File: config.mk
export PLATFORM = sky130hd
export DESIGN_NAME = latch_wr_sched
export DESIGN_NICKNAME = d
export VERILOG_FILES = /design/src/rtl/latch_wr_sched.sv
export SDC_FILE = /design/constraint.sdc
export NUM_CORES = 1
export LEC_CHECK = 0
export BUFFER_PORTS_ARGS = -buffer_cell sky130_fd_sc_hd__buf_2
export CAP_MARGIN = 20
export CORE_AREA = 3 3 50 86
export DETAILED_ROUTE_END_ITERATION = 10
export DIE_AREA = 0 0 53 89
export PLACE_DENSITY = 0.82
export SYNTH_ARGS = -nofsm -noshare
export SYNTH_HDL_FRONTEND = slang
export SYNTH_SLANG_ARGS = --single-unit
File: constraint.sdc
create_clock -name clk_i -period 2.5 [get_ports clk_i]
set_input_delay 0.75 -clock clk_i [delete_from_list [all_inputs] [get_ports clk_i]]
set_output_delay 0.75 -clock clk_i [all_outputs]
set_load 0.05 [all_outputs]
File: src/rtl/latch_wr_sched.sv
`default_nettype none
// ============================================================================
// Module   : latch_wr_sched
// Purpose  : Round-robin write scheduler for a shared-bus D-latch bank,
//            sequencing each write as setup / enable pulse / hold.
// Option   : LATCH_WR_SCHED_VERIFY_EN enables read-back check of q_i in HOLD.
// Revision : 1.0 - initial release
// ============================================================================
module latch_wr_sched #(
  parameter int NUM_REQ   = 4,
  parameter int NUM_LAT   = 4,
  parameter int DW        = 8,
  parameter int EN_CYCLES = 1,
  localparam int AW       = $clog2(NUM_LAT)
) (
  input  logic                   clk_i,
  input  logic                   rst_i,
  input  logic [NUM_REQ-1:0]     req_i,
  input  logic [NUM_REQ*AW-1:0]  addr_i,
  input  logic [NUM_REQ*DW-1:0]  wdata_i,
  input  logic [NUM_LAT*DW-1:0]  q_i,
  output logic [NUM_REQ-1:0]     gnt_o,
  output logic [NUM_REQ-1:0]     ack_o,
  output logic                   err_o,
  output logic [NUM_LAT-1:0]     latch_en_o,
  output logic [DW-1:0]          latch_d_o,
  output logic                   busy_o
);

  localparam int PW = $clog2(NUM_REQ);
  localparam int CW = (EN_CYCLES > 1) ? $clog2(EN_CYCLES) : 1;
  localparam logic [CW-1:0] C_CNT_LAST = CW'(EN_CYCLES - 1);

  typedef enum logic [1:0] {
    S_IDLE  = 2'd0,
    S_SETUP = 2'd1,
    S_PULSE = 2'd2,
    S_HOLD  = 2'd3
  } state_t;

  state_t r_state;
  state_t w_state_nxt;

  logic [PW-1:0]        r_ptr;
  logic [PW-1:0]        r_win;
  logic [AW-1:0]        r_addr;
  logic [CW-1:0]        r_cnt;
  logic [NUM_REQ-1:0]   r_gnt;
  logic [NUM_REQ-1:0]   r_ack;
  logic                 r_err;
  logic [NUM_LAT-1:0]   r_en;
  logic [DW-1:0]        r_d;
  logic                 r_busy;

  logic [2*NUM_REQ-1:0] w_req2;
  logic [NUM_REQ-1:0]   w_rot;
  logic                 w_found;
  logic [PW:0]          w_sum;
  logic [PW-1:0]        w_win;
  logic [AW-1:0]        w_addr_sel;
  logic [DW-1:0]        w_wdata_sel;
  logic [NUM_REQ-1:0]   w_gnt_vec;
  logic [NUM_REQ-1:0]   w_ack_vec;
  logic [NUM_LAT-1:0]   w_en_vec;
  logic                 w_in_range;
  logic                 w_cnt_last;
  logic                 w_err;
  logic [PW-1:0]        w_ptr_nxt;

  // Rotate requests so bit i corresponds to requester (ptr + i) mod NUM_REQ.
  assign w_req2 = {req_i, req_i} >> r_ptr;
  assign w_rot  = w_req2[NUM_REQ-1:0];

  always_comb begin
    w_found = 1'b0;
    w_sum   = '0;
    for (int i = 0; i < NUM_REQ; i++) begin
      if (!w_found && w_rot[i]) begin
        w_found = 1'b1;
        w_sum   = {1'b0, r_ptr} + (PW+1)'(i);
      end
    end
    w_win = (w_sum >= (PW+1)'(NUM_REQ)) ? PW'(w_sum - (PW+1)'(NUM_REQ)) : PW'(w_sum);
  end

  always_comb begin
    w_addr_sel  = '0;
    w_wdata_sel = '0;
    w_gnt_vec   = '0;
    w_ack_vec   = '0;
    for (int r = 0; r < NUM_REQ; r++) begin
      if (w_win == PW'(r)) begin
        w_addr_sel   = addr_i[r*AW +: AW];
        w_wdata_sel  = wdata_i[r*DW +: DW];
        w_gnt_vec[r] = 1'b1;
      end
      if (r_win == PW'(r)) begin
        w_ack_vec[r] = 1'b1;
      end
    end
  end

  assign w_in_range = ({1'b0, r_addr} < (AW+1)'(NUM_LAT));

  always_comb begin
    w_en_vec = '0;
    for (int k = 0; k < NUM_LAT; k++) begin
      w_en_vec[k] = w_in_range && (r_addr == AW'(k));
    end
  end

  assign w_cnt_last = (r_cnt == C_CNT_LAST);
  assign w_ptr_nxt  = (r_win == PW'(NUM_REQ - 1)) ? '0 : r_win + PW'(1);

`ifdef LATCH_WR_SCHED_VERIFY_EN
  // Sampled on the last enable cycle, while the latch is still transparent.
  logic [DW-1:0] w_q_sel;
  always_comb begin
    w_q_sel = '0;
    for (int k = 0; k < NUM_LAT; k++) begin
      if (r_addr == AW'(k)) begin
        w_q_sel = q_i[k*DW +: DW];
      end
    end
  end
  assign w_err = !w_in_range || (w_q_sel != r_d);
`else
  logic w_unused_q;
  assign w_unused_q = ^q_i;
  assign w_err      = !w_in_range;
`endif

  always_ff @(posedge clk_i) begin
    if (rst_i) begin
      r_state <= S_IDLE;
    end else begin
      r_state <= w_state_nxt;
    end
  end

  always_comb begin
    w_state_nxt = r_state;
    case (r_state)
      S_IDLE:  if (w_found) w_state_nxt = S_SETUP;
      S_SETUP: w_state_nxt = S_PULSE;
      S_PULSE: if (w_cnt_last) w_state_nxt = S_HOLD;
      S_HOLD:  w_state_nxt = S_IDLE;
      default: w_state_nxt = S_IDLE;
    endcase
  end

  always_ff @(posedge clk_i) begin
    if (rst_i) begin
      r_ptr  <= '0;
      r_win  <= '0;
      r_addr <= '0;
      r_cnt  <= '0;
      r_gnt  <= '0;
      r_ack  <= '0;
      r_err  <= 1'b0;
      r_en   <= '0;
      r_d    <= '0;
      r_busy <= 1'b0;
    end else begin
      r_ack  <= '0;
      r_err  <= 1'b0;
      r_busy <= (w_state_nxt != S_IDLE);
      case (r_state)
        S_IDLE: begin
          if (w_found) begin
            r_win  <= w_win;
            r_addr <= w_addr_sel;
            r_d    <= w_wdata_sel;
            r_gnt  <= w_gnt_vec;
            r_cnt  <= '0;
          end
        end
        S_SETUP: r_en <= w_en_vec;
        S_PULSE: begin
          if (w_cnt_last) begin
            r_en  <= '0;
            r_ack <= w_ack_vec;
            r_err <= w_err;
          end else begin
            r_cnt <= r_cnt + CW'(1);
          end
        end
        S_HOLD: begin
          r_gnt <= '0;
          r_ptr <= w_ptr_nxt;
        end
        default: r_en <= '0;
      endcase
    end
  end

  assign gnt_o      = r_gnt;
  assign ack_o      = r_ack;
  assign err_o      = r_err;
  assign latch_en_o = r_en;
  assign latch_d_o  = r_d;
  assign busy_o     = r_busy;

endmodule
`default_nettype wire

==> run_results.csv <==
group,metric,value,unit
timing,tns,0,ps
clocking,h-tree-depth,2,
worst_setup_path,reg2reg_from,"r_ptr[1]$_SDFFE_PP0P_",
worst_setup_path,ff2ff_path_depth,6,
job,drv_cap,0,
synthesis,synth_top_area_share,0.3825,
pwr,ir_worst_vdd,0.5389,mV
timing,hold_viol,0,
worst_setup_path,slowest_delay,470,ps
layout,fin_nets,315,
die,coreArea,3665,sq um
clocking,cts.repair.resized,0,
global_route,busiest_layer,"met2",
worst_setup_path,path_class,"input port to flop",
synthesis,yosys_most_used_dff,"dfxtp_1",
layout,final_common_cell,"buf_2",
routing,antenna_left,0,
routing,vias_per_cell,5.213,
routing,remaining_drc_errors,0,
global_route,grtUsageMet1,0.1539,
timing,setup_slack,362.7,ps
timing,holdWs,448.2,ps
clocking,cts_hold_buf,0,
global_route,antenna_found_initial,0,
clocking,clock_path_buffers,2,
placement,place_congestion,0.7684,
routing,wl,3599,um
die,die_h,89,um
synthesis,syn-num-nets,250,
clocking,root_buffer,"clkbuf_8",
synthesis,synth_edf_count,0,
die,rows,29,
synthesis,synth_warnings,0,
worst_setup_path,arrival,2290,ps
global_route,grt_pass1_wl,5899,um
layout,fin_cells,277,
clocking,cts_tree,"built",
die,initial_core_util,0.4141,
global_route,grt_use_met3,0.03339,
worst_setup_path,crit_start,"req_i[2]",
worst_setup_path,cp.depth,7,
worst_setup_path,ff2ff_setup_slack,410,ps
timing,setup_viol,0,
synthesis,syn_avg_cell_area,9.198,sq um
global_route,grt_use_total,0.1700,
worst_setup_path,crit_path_frequent_cell,"mux2i_1",
synthesis,synth_cells,165,
timing,fin_skew,2.231,ps
global_route,use_met2,0.3382,
worst_setup_path,crit_fanout,13,
clocking,cts.sinks,29,
layout,syn_to_final_growth,28.52,%
placement,port_buffers,66,
timing,rsz0062_at_grt,"no",
pwr,p_leak,0.8875,nW
routing,first_pass_iters,4,
pwr,power_density,902.8,nW/um^2
worst_setup_path,cp-end-kind,"flop",
synthesis,yosysTopAreaCell,"dfxtp_1",
routing,drt_iter0_markers,13,
synthesis,synth_seq_cells,29,
worst_setup_path,reg2reg_to,"latch_d_o[6]$_SDFFE_PP0P_",
worst_setup_path,cp-start-kind,"input port",
placement,dp_cells,269,
routing,route.detailed.wl_per_inst,12.99,um
die,dieArea,4717,sq um
clocking,clk_transition_reported_paths,60,ps
synthesis,synth_area,1518,sq um
layout,layout_common_cells,"66 x buf_2, 29 x dfxtp_1, 20 x mux2i_1, 15 x nor2_1, 13 x a21oi_1",
layout,drive_gt1_frac,0.3506,
timing,fin_crit,2137,ps
global_route,grt_max_degree,21,
worst_setup_path,crit_slowest_cell,"nor3_4",
timing,slew_violations,0,
global_route,grt_overflow,0,
worst_setup_path,crit_required,2650,ps
timing,max_freq,467.9,MHz
worst_setup_path,crit_path_end,"latch_d_o[6]$_SDFFE_PP0P_",
clocking,clk_latency,270,ps
worst_setup_path,critical_path_buf_inv_count,2,
global_route,grt_pass1_vias,1423,
synthesis,synth-seq-area-share,0.3825,
layout,num_antenna_cells,0,
synthesis,async_reset_ff_frac,0,
outcome,outcome,"finished, final reports clean",
die,ios,100,
timing,period_share,0.8549,
worst_setup_path,critical_path.top_delay_family,"simple AND/OR/NAND/NOR gates",
die,die_w,53,um
synthesis,synthTopCellsByArea,"dfxtp_1 38%, mux2i_1 13%, ha_1 5.8%",
clocking,numCtsBuffers,5,
synthesis,ys_types,35,
worst_setup_path,crit_chain,"buf_2 -> mux2i_1 -> nor2_1 -> nor3_4 -> buf_4 -> mux2i_1 -> o221ai_1",
routing,vias,1444,
clocking,post_cts_buffers,0,
hold_path,hold_class,"flop to flop",
placement,dp_hpwl,2895,um
placement,dp_slack,76.37,ps
## area by class of cell
cell class | count | area (sq um)
clock buffer | 6 | 72.57
timing repair buffer | 69 | 352.8
fill | 377 | 1714
multi-input combinational | 118 | 850.8
tap | 46 | 57.56
clock inverter | 2 | 10.01
sequential | 29 | 580.6
inverter | 7 | 26.28
## worst min-delay path, stage by stage, from the launching register on
cell,delay (ps)
dfxtp_1,300
nand2_1,50
a21oi_1,50
## power breakdown
part	switching, W	total [W]	internal [W]
sequential	0.0000589	0.000621	0.000562
combinational	0.000535	0.000778	0.000244
clock	0.000169	0.000362	0.000192
## cells in the mapped netlist, types with 2 or more instances
cell and count:
a2111oi_0 3, a2111oi_1 3, a21oi_1 13, and2_1 5, buf_2 2, buf_4 2
buf_6 2, clkbuf_1 5, dfxtp_1 29, ha_1 7, inv_1 6, mux2i_1 20
nand2_1 12, nand3_1 2, nand3b_1 7, nor2_1 15, nor4b_1 3, o221ai_1 7
or3_1 3, or4_1 4
## state kept, by name (all words and copies together), names as in the netlist
name        flops
r_state         2
ack_o           4
latch_d_o       8
r_addr          2
gnt_o           4
r_win           2
latch_en_o      4
busy_o          1
r_ptr           2
## kinds of logic (layout without fill, tap and decap cells)
family                     Yosys count  after routing  synth area share
and+or+nand+nor                     59             59            0.2185
AOI/OAI and AO/OA                   31             31            0.1459
DFF                                 29             29            0.3825
muxes                               20             20            0.1319
buffers and inverters               18             84           0.06100
adders and majority gates            7              7           0.05771
other                                1              1          0.002471
## how the worst min path moves through the flow
stage,start,to,slack [ps],cells after the start
after floorplan,r_win[1]$_SDFFE_PP0P_,r_win[1]$_SDFFE_PP0P_,470,2
after global placement,gnt_o[1]$_SDFFE_PP0P_,gnt_o[1]$_SDFFE_PP0P_,440,2
after detailed placement,gnt_o[2]$_SDFFE_PP0P_,gnt_o[2]$_SDFFE_PP0P_,440,2
after CTS,gnt_o[2]$_SDFFE_PP0P_,gnt_o[2]$_SDFFE_PP0P_,450,2
after global routing,gnt_o[0]$_SDFFE_PP0P_,gnt_o[0]$_SDFFE_PP0P_,480,2
final,gnt_o[1]$_SDFFE_PP0P_,gnt_o[1]$_SDFFE_PP0P_,450,2
## per-stage QoR
step / power (W) / util / area, sq um
floorplan: 0.001232 / - / 1518
global placement: 0.001398 / 0.5097 / 1868
detailed placement: 0.001416 / 0.5097 / 1868
CTS: 0.001782 / 0.5323 / 1951
global route: 0.001882 / 0.5323 / 1951
finish: 0.001761 / 0.5323 / 1951
## per-layer routing
layer,wire (um),vias to the layer above
met1,1303,669
met4,69,0
li1,-,723
met5,0,-
met3,203,6
met2,2022,46
Note: power is estimated with default switching activity, not from simulation.
